`config.mk`:
```
export PLATFORM = sky130hd
export DESIGN_NAME = phy_mdio_master
export DESIGN_NICKNAME = d
export VERILOG_FILES = /design/src/rtl/phy_mdio_master.sv
export SDC_FILE = /design/constraint.sdc
export NUM_CORES = 1
export LEC_CHECK = 0
export CORE_UTILIZATION = 60
export CTS_BUF_LIST = sky130_fd_sc_hd__clkbuf_8
export CTS_CLUSTER_DIAMETER = 30
export DETAILED_ROUTE_END_ITERATION = 8
export PLACE_DENSITY_LB_ADDON = 0.12
export SLEW_MARGIN = 0
export SYNTH_ARGS = -nofsm -noshare
export SYNTH_HDL_FRONTEND = slang
export SYNTH_SLANG_ARGS = --single-unit
```
`constraint.sdc`:
```
create_clock -name rgmii_clk_in -period 4.47 [get_ports rgmii_clk_in]
set_input_delay 0.6705 -clock rgmii_clk_in [delete_from_list [all_inputs] [get_ports rgmii_clk_in]]
set_output_delay 0.6705 -clock rgmii_clk_in [all_outputs]
set_load 0.05 [all_outputs]
```
`src/rtl/phy_mdio_master.sv`:
```
// phy_mdio_master: Clause-22 MDIO master with MDC divider, PHY reset sequencer and read/write frame engine
module phy_mdio_master #(
    parameter int MDC_HALF = 25,
    parameter int PRE_LEN  = 32,
    parameter int RST_HOLD = 1250
) (
    input  logic        rgmii_clk_in,
    input  logic        sys_rst,
    input  logic        cmd_valid,
    output logic        cmd_ready,
    input  logic        cmd_write,
    input  logic [4:0]  cmd_phy_addr,
    input  logic [4:0]  cmd_reg_addr,
    input  logic [15:0] cmd_wdata,
    output logic        rsp_valid,
    output logic [15:0] rsp_rdata,
    output logic        rsp_error,
    output logic        busy,
    output logic        mdc,
    output logic        mdio_o,
    output logic        mdio_t,
    input  logic        mdio_i,
    output logic        phy_rstn
);
    localparam int DW = (MDC_HALF > 1) ? $clog2(MDC_HALF) : 1;
    localparam int RW = (RST_HOLD > 1) ? $clog2(RST_HOLD + 1) : 1;
    localparam logic [DW-1:0] DIV_LAST = DW'(MDC_HALF - 1);
    localparam logic [RW-1:0] RST_LAST = RW'(RST_HOLD - 1);
    localparam logic [4:0]    PRE_LAST = 5'(PRE_LEN - 1);

    typedef enum logic [2:0] {S_IDLE, S_WAIT, S_PRE, S_HDR, S_TA, S_DATA, S_DONE} state_t;

    state_t        state, state_n;
    logic [DW-1:0] div_q;
    logic [RW-1:0] rst_cnt;
    logic [1:0]    sync_q;
    logic          fall_stb, rise_stb, hs;
    logic [4:0]    cnt, cnt_n;
    logic [31:0]   sh, sh_n;
    logic          wr_q, wr_n;
    logic [15:0]   rd_q, rd_n;
    logic          err_q, err_n;
    logic          mdio_o_n, mdio_t_n, rsp_valid_n, rsp_error_n;
    logic [15:0]   rsp_rdata_n;

    assign fall_stb  = (div_q == DIV_LAST) && mdc;
    assign rise_stb  = (div_q == DIV_LAST) && !mdc;
    assign cmd_ready = (state == S_IDLE) && phy_rstn;
    assign busy      = state != S_IDLE;
    assign hs        = cmd_valid && cmd_ready;

    // Free-running MDC divider; mdc toggles each time the divider wraps
    always_ff @(posedge rgmii_clk_in or posedge sys_rst) begin
        if (sys_rst) begin
            div_q <= '0;
            mdc   <= 1'b0;
        end else if (div_q == DIV_LAST) begin
            div_q <= '0;
            mdc   <= ~mdc;
        end else begin
            div_q <= div_q + 1'b1;
        end
    end

    // Hold the PHY in reset for RST_HOLD clocks after sys_rst releases
    always_ff @(posedge rgmii_clk_in or posedge sys_rst) begin
        if (sys_rst) begin
            rst_cnt  <= '0;
            phy_rstn <= 1'b0;
        end else if (!phy_rstn) begin
            if (rst_cnt == RST_LAST) phy_rstn <= 1'b1;
            else rst_cnt <= rst_cnt + 1'b1;
        end
    end

    // Two-flop synchroniser for the asynchronous MDIO pad input
    always_ff @(posedge rgmii_clk_in or posedge sys_rst) begin
        if (sys_rst) sync_q <= 2'b11;
        else sync_q <= {sync_q[0], mdio_i};
    end

    // Frame engine registers: state, field counter, shifter, capture and response
    always_ff @(posedge rgmii_clk_in or posedge sys_rst) begin
        if (sys_rst) begin
            state     <= S_IDLE;
            cnt       <= '0;
            sh        <= '1;
            wr_q      <= 1'b0;
            rd_q      <= '0;
            err_q     <= 1'b0;
            mdio_o    <= 1'b1;
            mdio_t    <= 1'b1;
            rsp_valid <= 1'b0;
            rsp_rdata <= '0;
            rsp_error <= 1'b0;
        end else begin
            state     <= state_n;
            cnt       <= cnt_n;
            sh        <= sh_n;
            wr_q      <= wr_n;
            rd_q      <= rd_n;
            err_q     <= err_n;
            mdio_o    <= mdio_o_n;
            mdio_t    <= mdio_t_n;
            rsp_valid <= rsp_valid_n;
            rsp_rdata <= rsp_rdata_n;
            rsp_error <= rsp_error_n;
        end
    end

    // Next-state logic; the shifter holds ST/OP/PHYAD/REGAD/TA/DATA and drives bit 30 on each fall_stb
    always_comb begin
        state_n     = state;
        cnt_n       = cnt;
        sh_n        = sh;
        wr_n        = wr_q;
        rd_n        = rd_q;
        err_n       = err_q;
        mdio_o_n    = mdio_o;
        mdio_t_n    = mdio_t;
        rsp_valid_n = 1'b0;
        rsp_rdata_n = rsp_rdata;
        rsp_error_n = rsp_error;
        case (state)
            S_IDLE: begin
                if (hs) begin
                    state_n = S_WAIT;
                    wr_n    = cmd_write;
                    sh_n    = cmd_write ? {4'b0101, cmd_phy_addr, cmd_reg_addr, 2'b10, cmd_wdata}
                                        : {4'b0110, cmd_phy_addr, cmd_reg_addr, 18'h3FFFF};
                end
            end
            S_WAIT: begin
                if (fall_stb) begin
                    state_n  = S_PRE;
                    cnt_n    = '0;
                    mdio_o_n = 1'b1;
                    mdio_t_n = 1'b0;
                end
            end
            S_PRE: begin
                if (fall_stb) begin
                    state_n  = (cnt == PRE_LAST) ? S_HDR : S_PRE;
                    cnt_n    = (cnt == PRE_LAST) ? 5'd0 : cnt + 5'd1;
                    mdio_o_n = (cnt == PRE_LAST) ? sh[31] : 1'b1;
                end
            end
            S_HDR: begin
                if (fall_stb) begin
                    sh_n     = sh << 1;
                    mdio_o_n = sh[30];
                    state_n  = (cnt == 5'd13) ? S_TA : S_HDR;
                    cnt_n    = (cnt == 5'd13) ? 5'd0 : cnt + 5'd1;
                    mdio_t_n = (cnt == 5'd13) ? ~wr_q : mdio_t;
                end
            end
            S_TA: begin
                if (rise_stb && cnt == 5'd1) err_n = sync_q[1];
                if (fall_stb) begin
                    sh_n     = sh << 1;
                    mdio_o_n = sh[30];
                    state_n  = (cnt == 5'd1) ? S_DATA : S_TA;
                    cnt_n    = (cnt == 5'd1) ? 5'd0 : cnt + 5'd1;
                end
            end
            S_DATA: begin
                if (rise_stb) rd_n = {rd_q[14:0], sync_q[1]};
                if (fall_stb) begin
                    sh_n     = sh << 1;
                    state_n  = (cnt == 5'd15) ? S_DONE : S_DATA;
                    cnt_n    = (cnt == 5'd15) ? 5'd0 : cnt + 5'd1;
                    mdio_o_n = (cnt == 5'd15) ? 1'b1 : sh[30];
                    mdio_t_n = (cnt == 5'd15) ? 1'b1 : mdio_t;
                end
            end
            S_DONE: begin
                if (fall_stb) begin
                    state_n     = S_IDLE;
                    mdio_o_n    = 1'b1;
                    mdio_t_n    = 1'b1;
                    rsp_valid_n = 1'b1;
                    rsp_rdata_n = wr_q ? 16'h0000 : rd_q;
                    rsp_error_n = wr_q ? 1'b0 : err_q;
                end
            end
            default: state_n = S_IDLE;
        endcase
    end
endmodule

```
==> flow_metrics.env <==
export IMPL_numCtsBuffers=9
export IMPL_cts_sinks=98
export IMPL_synth_avg_cell_area_um2=12.0
export IMPL_cp_max_fo=17
export IMPL_vdd_drop_max_uv=194
export IMPL_htreeDepth=3
export IMPL_drive_gt1_frac=0.285
export IMPL_synthCells=408
export IMPL_fmax_ghz=0.345
export IMPL_cts_hold_buf=0
export IMPL_max_stage_delay_ns=0.81
export IMPL_wl_met3_um=225
export IMPL_insertion_delay_ns=0.36
export IMPL_rows=32
export IMPL_post_dp_cell_area_mm2=0.00549
export IMPL_finalSetupViolCount=0
export IMPL_cp_slowest_cell="clkdlybuf4s50_1"
export IMPL_hp_class="register to register"
export IMPL_die_h_um=92.4
export IMPL_antenna_found_initial=0
export IMPL_worstPathCellList="nor3_1 -> and2_1 -> clkdlybuf4s50_1"
export IMPL_layout_nets=496
export IMPL_initial_core_util=0.628
export IMPL_fill_cells=565
export IMPL_synthToLayoutAreaGrowth_pct=15.8
export IMPL_fin_util=0.727
export IMPL_yosysWarnings=0
export IMPL_vias_per_cell=5.49
export IMPL_cts_buffer_depth=2
export IMPL_ys_ff_latch=98
export IMPL_cts_resized=0
export IMPL_synth_edf_count=0
export IMPL_status="completed"
export IMPL_fin_worst_skew_ns=0.0126
export IMPL_rsz0062_at_grt="no"
export IMPL_grt_use_total=0.211
export IMPL_end_kind="output port"
export IMPL_final_area_mm2=0.00568
export IMPL_clk_pin_slew_ns=0.11
export IMPL_wl_per_cell_um=14.9
export IMPL_cts_tree="done"
export IMPL_critPathArrivalTime_ns=2.23
export IMPL_core_mm2=0.00781
export IMPL_internal_power_w=0.00117
export IMPL_vias=3088
export IMPL_root_buffer="clkbuf_8"
export IMPL_drt_iter0_drc=181
export IMPL_relSlewSlack=0.223
export IMPL_fp_dieW_um=92.4
export IMPL_clockPowerShare=0.352
export IMPL_grt_pass1_wl_mm=14.4
export IMPL_worstPathRequired_ns=3.80
export IMPL_drc_errors=0
export IMPL_final_hold_viol_count=0
export IMPL_power_density_mw_per_mm2=270
export IMPL_fin_crit_sh=0.649
export IMPL_syn_num_nets=449
export IMPL_grt_max_degree=60
export IMPL_leakage_nw=2.49
export IMPL_critPathLaunchType="register"
export IMPL_syn_area_mm2=0.00490
export IMPL_combinationalPowerShare=0.048
export IMPL_portBuffers=54
export IMPL_slew_violations=0
export IMPL_p_seq_frac=0.600
export IMPL_dieArea_mm2=0.00854
export IMPL_swShare=0.239
export IMPL_wl_met1_mm=4.01
export IMPL_post_cts_buffers=0
export IMPL_ys_types=55
export IMPL_antennaDiodeCount=0
export IMPL_switchingPower_w=0.000366
export IMPL_pin_count=55
export IMPL_finalWirelength_mm=8.39
export IMPL_async_flop_share=1.00
export IMPL_grt_pass1_vias=3064
export IMPL_dp_hpwl_mm=5.75
export IMPL_worstMarginPinSlew_ns=1.16
export IMPL_wl_met2_mm=4.05
export IMPL_tns_ns=0
export IMPL_synth_compound_area_frac=0.0569
export IMPL_layout_commonest_cell="dfrtp_1"
export IMPL_synthXorXnorAreaFrac=0.0232
export IMPL_gp_congestion=0.869
export IMPL_layout_common_cells="62 x dfrtp_1, 60 x mux2_2, 54 x clkdlybuf4s50_1"
export IMPL_yosys_area_share_adder=0.0255
export IMPL_gr_total_overflow=0
export IMPL_postRouteAntennaNets=0
export IMPL_yosysSeqAreaShare=0.509
export IMPL_synth_main_ff_cell="dfrtp_1"
export IMPL_yosys_area_share_simple=0.121
export IMPL_drtPass1Iterations=4
export IMPL_path_class="register to output port"
export IMPL_synth_top_family_by_area="multiplexers"
export IMPL_synthMuxAreaShare=0.220
export IMPL_period_minus_slack_ns=2.90
export IMPL_drv_cap=0
export IMPL_topRoutingLayerUsed="met4"
[final timing paths]
path / start / to / slack (ns) / cells past startpoint
worst max-delay path: state[0] / cmd_ready / 1.57 / 3
worst min-delay path: sync_q[0] / sync_q[1] / 0.39 / 0
worst max register to register: div_q[0] / sh[0] / 1.69 / 6
worst min register to register: sync_q[0] / sync_q[1] / 0.39 / 0
max in group asynchronous: sys_rst / sh[26] / 2.58 / 3
min in group asynchronous: sys_rst / rsp_rdata[0] / 0.81 / 2
[routing by layer]
metal / vias to the layer above / global-route usage
met5: - / 0
met4: 0 / 0.0716
met3: 9 / 0.0337
met2: 47 / 0.344
met1: 1518 / 0.290
li1: 1514 / -
[area by class of cell]
class	count	area [µm²]	share of cell area
sequential	98	2500	0.440
multi-input combinational	261	2200	0.388
timing repair buffer	56	556	0.0979
tap	102	128	0.0225
clock buffer	9	124	0.0218
inverter	29	110	0.0194
clock inverter	7	61.3	0.0108
[critical path, delay by kind of cell, from the launching register on]
family | cells | cell delay, ns
DFF | 1 | 0.58
and+or+nand+nor | 2 | 0.48
buffers and inverters | 1 | 0.81
[cell families (layout without fill, tap and decap cells)]
| logic type | count (synthesis) | after routing |
|---|---|---|
| AO/OA/AOI/OAI | 41 | 41 |
| XOR/XNOR | 13 | 13 |
| adder cells (fa/ha/maj) | 10 | 10 |
| buffers and inverters | 49 | 101 |
| flip-flops | 98 | 98 |
| multiplexers | 96 | 96 |
| AND/OR/NAND/NOR | 101 | 101 |
[Yosys cell counts, types with 3 or more instances]
library cell / n / area [µm²]
o22ai_1: 3 / 18.8
nor2b_1: 19 / 119
xnor2_1: 11 / 96.3
mux2_2: 60 / 676
a21oi_1: 8 / 40.0
nand3b_1: 3 / 22.5
inv_1: 29 / 109
dfrtp_1: 62 / 1550
ha_1: 10 / 125
and3_1: 4 / 25.0
nand2_1: 14 / 52.6
nand2b_1: 20 / 125
o31ai_1: 3 / 22.5
o21ai_0: 10 / 50.1
dfstp_2: 36 / 946
clkbuf_1: 7 / 26.3
nor2_1: 7 / 26.3
mux2i_1: 27 / 270
nand3_1: 7 / 35.0
nand4_1: 10 / 62.6
mux2_4: 9 / 135
buf_2: 9 / 45.0
[power groups by stage]
stage | Clock (W) | Sequential, W | Combinational, W
floorplan | 0 | 0.000931 | 0.0000405
global placement | 0 | 0.000933 | 0.0000738
detailed placement | 0 | 0.000934 | 0.0000758
CTS | 0.000552 | 0.000918 | 0.0000764
global route | 0.000587 | 0.000920 | 0.0000835
finish | 0.000539 | 0.000918 | 0.0000740
[state kept, by name, indices dropped and copies added (netlist names), 2 cells and up]
| signal | flops |
|---|---|
| state | 3 |
| sh | 32 |
| rd_q | 16 |
| rst_cnt | 11 |
| div_q | 5 |
| cnt | 5 |
| sync_q | 2 |
| rsp_rdata | 16 |
[stage by stage]
step | std cells | power (W) | hold WS, ns | setup WS (ns)
2_1_floorplan | 408 | 0.000972 | 0.345 | 1.30
3_3_place_gp | 546 | 0.00101 | 0.356 | 1.77
3_5_place_dp | 546 | 0.00101 | 0.363 | 1.70
4_1_cts | 562 | 0.00155 | 0.390 | 1.55
5_1_grt | 562 | 0.00159 | 0.390 | 1.44
6_report | 562 | 0.00153 | 0.389 | 1.57
No activity file was read; power rests on OpenSTA's default activity.
